File: config.mk
export PLATFORM = sky130hd
export DESIGN_NAME = knn_dist_sched
export DESIGN_NICKNAME = d
export VERILOG_FILES = /design/src/rtl/knn_dist_sched.sv
export SDC_FILE = /design/constraint.sdc
export NUM_CORES = 1
export LEC_CHECK = 0
export CELL_PAD_IN_SITES_DETAIL_PLACEMENT = 1
export CELL_PAD_IN_SITES_GLOBAL_PLACEMENT = 1
export CORE_UTILIZATION = 36
export DETAILED_ROUTE_END_ITERATION = 8
export PLACE_DENSITY_LB_ADDON = 0.1
export SLEW_MARGIN = 10
export SYNTH_ARGS = -nofsm -noshare
export SYNTH_HDL_FRONTEND = slang
export SYNTH_SLANG_ARGS = --single-unit
File: constraint.sdc
create_clock -name clk_i -period 4.1 [get_ports clk_i]
set_clock_uncertainty 0.1 [all_clocks]
set_input_delay 0.615 -clock clk_i [delete_from_list [all_inputs] [get_ports clk_i]]
set_output_delay 0.615 -clock clk_i [all_outputs]
set_load 0.005 [all_outputs]
File: src/rtl/knn_dist_sched.sv
// knn_dist_sched: streams neighbor vectors into the distance unit and buffers indexed results under credit control
module knn_dist_sched #(
  parameter int NUM_NEIGHBORS = 1000,
  parameter int ADDR_W = 10,
  parameter int DIST_W = 12,
  parameter int DIST_LAT = 2,
  parameter int FIFO_DEPTH = 4
) (
  input  logic              clk_i,
  input  logic              rst_ni,
  input  logic              start_i,
  input  logic [63:0]       query_i,
  output logic              busy_o,
  output logic              done_o,
  output logic              mem_rd_en_o,
  output logic [ADDR_W-1:0] mem_addr_o,
  input  logic [63:0]       mem_rdata_i,
  output logic [63:0]       dist_query_o,
  output logic [63:0]       dist_neighbor_o,
  input  logic [DIST_W-1:0] dist_in_i,
  output logic              out_valid_o,
  input  logic              out_ready_i,
  output logic [DIST_W-1:0] out_dist_o,
  output logic [ADDR_W-1:0] out_idx_o,
  output logic              out_last_o
);
  localparam int L = DIST_LAT + 1;
  localparam int PW = FIFO_DEPTH > 1 ? $clog2(FIFO_DEPTH) : 1;
  localparam int CW = $clog2(FIFO_DEPTH + L + 1) + 1;
  localparam int EW = DIST_W + ADDR_W + 1;
  typedef enum logic [1:0] {IDLE, RUN, DRAIN, DONE} state_e;
  state_e state_q;
  logic [ADDR_W-1:0] cnt_q;
  logic [63:0] query_q;
  logic [L-1:0] tag_v_q;
  logic [ADDR_W-1:0] tag_idx_q [L];
  logic [EW-1:0] mem_q [FIFO_DEPTH];
  logic [EW-1:0] head;
  logic [PW-1:0] wr_q, rd_q;
  logic [CW-1:0] fcnt_q, fcnt_d, occ;
  logic push, pop, credit, issue, last_issue;
  // occupancy = in-flight tags + buffered results; a pop this cycle frees one slot early
  always_comb begin
    occ = fcnt_q;
    for (int i = 0; i < L; i++) occ = occ + CW'(tag_v_q[i]);
    push = tag_v_q[L-1];
    pop = out_valid_o & out_ready_i;
    credit = occ < CW'(FIFO_DEPTH) + CW'(pop);
    issue = (state_q == RUN) & credit;
    last_issue = issue & (cnt_q == ADDR_W'(NUM_NEIGHBORS - 1));
    fcnt_d = fcnt_q + CW'(push) - CW'(pop);
  end
  assign busy_o = (state_q == RUN) | (state_q == DRAIN);
  assign done_o = state_q == DONE;
  assign mem_rd_en_o = issue;
  assign mem_addr_o = cnt_q;
  assign dist_query_o = query_q;
  assign dist_neighbor_o = mem_rdata_i;
  assign head = mem_q[rd_q];
  assign out_valid_o = fcnt_q != '0;
  assign out_dist_o = out_valid_o ? head[EW-1 -: DIST_W] : '0;
  assign out_idx_o = out_valid_o ? head[ADDR_W:1] : '0;
  assign out_last_o = out_valid_o & head[0];
  // control FSM: issue addresses in RUN, wait for pipe and FIFO to empty in DRAIN
  always_ff @(posedge clk_i or negedge rst_ni) begin
    if (!rst_ni) begin
      state_q <= IDLE;
      cnt_q <= '0;
      query_q <= '0;
    end else begin
      case (state_q)
        IDLE: if (start_i) begin
          state_q <= RUN;
          cnt_q <= '0;
          query_q <= query_i;
        end
        RUN: if (issue) begin
          cnt_q <= cnt_q + ADDR_W'(1);
          if (last_issue) state_q <= DRAIN;
        end
        DRAIN: if (~|tag_v_q && fcnt_d == '0) state_q <= DONE;
        default: state_q <= IDLE;
      endcase
    end
  end
  // tag valid bits track which pipeline stages carry a live read
  always_ff @(posedge clk_i or negedge rst_ni) begin
    if (!rst_ni) tag_v_q <= '0;
    else tag_v_q <= L'({tag_v_q, issue});
  end
  // tag indices ride alongside the valid bits; meaningless when invalid
  always_ff @(posedge clk_i) begin
    tag_idx_q[0] <= cnt_q;
    for (int i = 1; i < L; i++) tag_idx_q[i] <= tag_idx_q[i-1];
  end
  // FIFO pointers and count; credit guarantees push never meets a full FIFO
  always_ff @(posedge clk_i or negedge rst_ni) begin
    if (!rst_ni) begin
      wr_q <= '0;
      rd_q <= '0;
      fcnt_q <= '0;
    end else begin
      if (push) wr_q <= (wr_q == PW'(FIFO_DEPTH - 1)) ? '0 : wr_q + PW'(1);
      if (pop) rd_q <= (rd_q == PW'(FIFO_DEPTH - 1)) ? '0 : rd_q + PW'(1);
      fcnt_q <= fcnt_d;
    end
  end
  // FIFO storage: distance, index and last flag of each finished neighbor
  always_ff @(posedge clk_i) begin
    if (push) mem_q[wr_q] <= {dist_in_i, tag_idx_q[L-1], tag_idx_q[L-1] == ADDR_W'(NUM_NEIGHBORS - 1)};
  end
endmodule
==> metrics.sh <==
POSTSYNTHAREAPERCELL_UM2=15.69
SW_SHARE_PCT=28.11
PEAKVDDDROP_V=0.0003759
NUM_VIAS=4793
FINALWEIGHTEDCONGESTION=0.7219
DIODES=0
SETUP.WORST_PATH.END_CLASS='output port'
FP.DIEW_UM=155.7
DRV_SLEW=0
NUMBER_OF_ANTENNA_VIOLATIONS_AT_THE_FIRST_CHECK_IN_GLOBAL_ROUTING=0
REMAINING_DRC_ERRORS=0
SETUP.WORST_PATH.START_CLASS='flip-flop'
P_SW_uW=1983
SETUP_WS_PS=274.0
POST_DRT_WL_PER_CELL_UM=18.42
DRIVE_ABOVE_1_SHARE_PCT=21.12
NUM_IO_PINS=309
MAX_CAP_VIOLATIONS=0
COMBPWRFRAC_PCT=28.4
P_SEQ_SHARE_PCT=40.1
AVGVIACOUNTPERCELL=4.750
DIE_AREA_UM2=24250
FINAL_AREA_UM2=11080
WORSTSKEWPAIRLATENCY_PS=510
SETUP_VIOL=0
SYNTHDOMINANTAREACELLTYPE='sky130_fd_sc_hd__edfxtp_1'
CLOCK_POWER_SHARE_PCT=31.5
CTSHOLDBUFFERS=0
POST-PLACE-WS_PS=172.3
SYNTH.FF_LATCH_COUNT=209
DIE_HEIGHT_UM=155.7
PATH_CLASS='reg -> out'
SETUP_TOTAL_NEGATIVE_SLACK_PS=0
FINALHOLDVIOLCOUNT=0
HOLD_CLASS='in -> async'
STATIC-LEAKAGE-POWER_uW=0.004515
USE_MET3_PCT=6.944
GR-TOTAL-OVERFLOW=0
ROUTED_ANTENNA_NETS=0
YOSYS_WARNINGS=0
CTS-ROOT-TO-SINK-BUFFERS=3
INTERNAL-POWER_uW=5071
CTS-BUFFERS-INSERTED=24
SYNTH.TOP_CELLS.BY_AREA='sky130_fd_sc_hd__edfxtp_1 32%, sky130_fd_sc_hd__dfrtp_1 26%, sky130_fd_sc_hd__mux2_2 8.6%'
FINALCRITICALPERIOD_PS=3826
GRT_PASS1_VIAS=5531
CTS_TREE='done'
SYNTH_FP_NETS=708
PLACEABLECOREAREA_UM2=22920
SYNTH_SEQUENTIAL_AREA_RATIO_PCT=65.14
NNETSFINAL=844
GLOBAL_ROUTING_USAGE_ON_MET2_PCT=27.55
CLK_TRANSITION_REPORTED_PATHS_PS=60
HTREE_LEVELS=1
SYN_TO_FINAL_GROWTH_PCT=30.24
RESULT_OF_THE_RUN='finished, final reports clean'
CRIT_FANOUT=5
STARTING_DENSITY_PCT=37.12
POST_DP_CELL_AREA_UM2=10230
TIGHTEST_SLEW_PS=1021
LAYOUT_WORST_PATH_CYCLE_SHARE_PCT=93.32
ROUTED_WIRELENGTH_UM=18590
ARRIVAL_PS=3110
YS_TYPES=48
GRT_UTIL_MET1_PCT=17.38
DETAILEDROUTE.FIRSTITERATIONVIOLATIONS=158
MAXCLOCKFREQUENCY_MHz=261.4
YOSYS.AREA.TOP_TYPE_SHARE_PCT=32.48
CORE.ROWCOUNT=55
UNREPAIRED_SETUP_ENDPOINTS_AFTER_GLOBAL_ROUTING='no'
GRT_FIRST_PASS_WIRELENGTH_UM=29970
POWER.DENSITY_CELL_AREA_nW_PER_UM2=636.7
MAXIMUM_NUMBER_OF_PINS_ON_ONE_NET_BEFORE_GLOBAL_ROUTE_REPAIR=78
DRT-PASS1-ITER-COUNT=6
CTSROOTBUFFERMASTER='sky130_fd_sc_hd__clkbuf_16'
LAYOUT.FILLER_CELLS=2248
MAPPEDNETLISTAREA_UM2=8506
CRITPATHREQUIREDTIME_PS=3380
GR-MAX-USAGE-LAYER='met2'
SYNTH_CELLS=542
HPWL_UM=12460
GRTUSAGETOTAL_PCT=15.94
CLKSINKCOUNT=209
PORT-BUFFER-COUNT=180
SLEW_HEADROOM_PCT=31.96
## timing repair
action / 4_1_cts / 5_1_grt
hold endpoints to repair: 0 / 0
setup endpoints to repair: 1 / 0
setup buffers: 0 / 0
resized for setup: 2 / 0
## power by group through the flow
stage / logic (uW) / registers (uW) / clock network (uW)
after floorplan: 1210 / 2780 / 0
after global placement: 1980 / 2840 / 0
after detailed placement: 2040 / 2870 / 0
after CTS: 2060 / 2840 / 2300
after global routing: 2220 / 2880 / 2370
final: 2000 / 2830 / 2220
## state kept, by name, summed over array words and instances, names as in the netlist
name          count
mem_q            92
dist_query_o     64
tag_idx_q        30
mem_addr_o       10
fcnt_q            4
tag_v_q           3
rd_q              2
state_q           2
wr_q              2
## final cells by class
class | instances | area, um2 | area share (%)
clock buffers | 35 | 714.4 | 6.449
clock inverters | 9 | 127.6 | 1.152
inverters | 23 | 86.33 | 0.7793
multi-input cells | 230 | 2345 | 21.17
flip-flops and latches | 209 | 5540 | 50.01
well taps | 313 | 391.6 | 3.535
repair buffers | 190 | 1873 | 16.91
## synthesized netlist by cell type (all sizes together)
cell     n
a21o     3
a21oi    7
a221o    1
a32oi    1
a41o     1
and2     5
and3     1
buf     68
clkbuf  12
dfrtp   87
dfxtp   30
edfxtp  92
fa       3
ha      19
inv     23
mux2    66
mux2i    6
mux4    23
nand2   17
nand3    5
nand3b   1
nand4    5
nand4b   1
nor2     9
nor2b   25
nor3     2
nor3b    1
nor4     1
nor4b    1
o211a    1
o211ai   1
o21a     1
o21ai    8
o21bai   1
o31ai    3
o41ai    1
or2      1
or3      3
or4      3
or4b     1
xnor2    2
## cells in the final DEF (no fill, tap or decap), drive strengths merged, types with 19 or more instances in the layout
cell           instances
clkdlybuf4s50        178
edfxtp                92
dfrtp                 87
mux2                  66
clkbuf                35
dfxtp                 30
nor2b                 25
inv                   24
mux4                  23
ha                    19
## per-stage QoR
stage | hold slack [ps] | cells | utilization [%] | total power [uW]
global route | 225.9 | 1009 | 48.34 | 7473
global placement | 209.7 | 965 | 44.66 | 4822
finish | 174.7 | 1009 | 48.34 | 7054
detailed placement | 213.5 | 965 | 44.66 | 4918
floorplan | 209.6 | 542 | - | 3993
CTS | 213.7 | 1009 | 48.34 | 7197
## layer usage
layer | up-vias | part of all wire [%] | routed length (um)
met5 | - | 0 | 0
met3 | 48 | 10 | 1871
li1 | 2153 | - | -
met1 | 2412 | 38 | 7063
met2 | 180 | 50 | 9237
met4 | 0 | 2.2 | 416
## worst max-delay path: stages, from the launching register on
cell and delay (ps):
sky130_fd_sc_hd__dfrtp_1 410, sky130_fd_sc_hd__fa_1 550, sky130_fd_sc_hd__ha_1 210, sky130_fd_sc_hd__inv_1 70
sky130_fd_sc_hd__fa_1 480, sky130_fd_sc_hd__nand2_1 90, sky130_fd_sc_hd__o31ai_4 220, sky130_fd_sc_hd__nand2_2 140
sky130_fd_sc_hd__nor2_1 140, sky130_fd_sc_hd__dlygate4sd2_1 290
## worst paths after layout
| path | startpoint | endpoint | slack, ps | cells after the start |
|---|---|---|---|---|
| max | tag_v_q[0] | mem_rd_en_o | 270 | 9 |
| min | rst_ni | dist_query_o[6] | 170 | 1 |
| max reg2reg | fcnt_q[2] | state_q[1] | 330 | 16 |
| min reg2reg | tag_idx_q[0][3] | tag_idx_q[0][13] | 220 | 0 |
| max in group asynchronous | rst_ni | rd_q[1] | 2940 | 2 |
| min in group clk_i | tag_idx_q[0][3] | tag_idx_q[0][13] | 220 | 0 |
## cells by family (layout without fill, tap and decap cells)
kind of cell	Yosys count	in the layout	synth area share (%)
xor gates and xnor gates	2	2	0.2060
AOI/OAI and AO/OA	29	29	2.677
muxes	95	95	15.53
adders and majority gates	22	22	3.501
and+or+nand+nor	82	82	5.516
DFF	209	209	65.14
buffers and inverters	103	257	7.429
(Power assumes the default switching activity.)
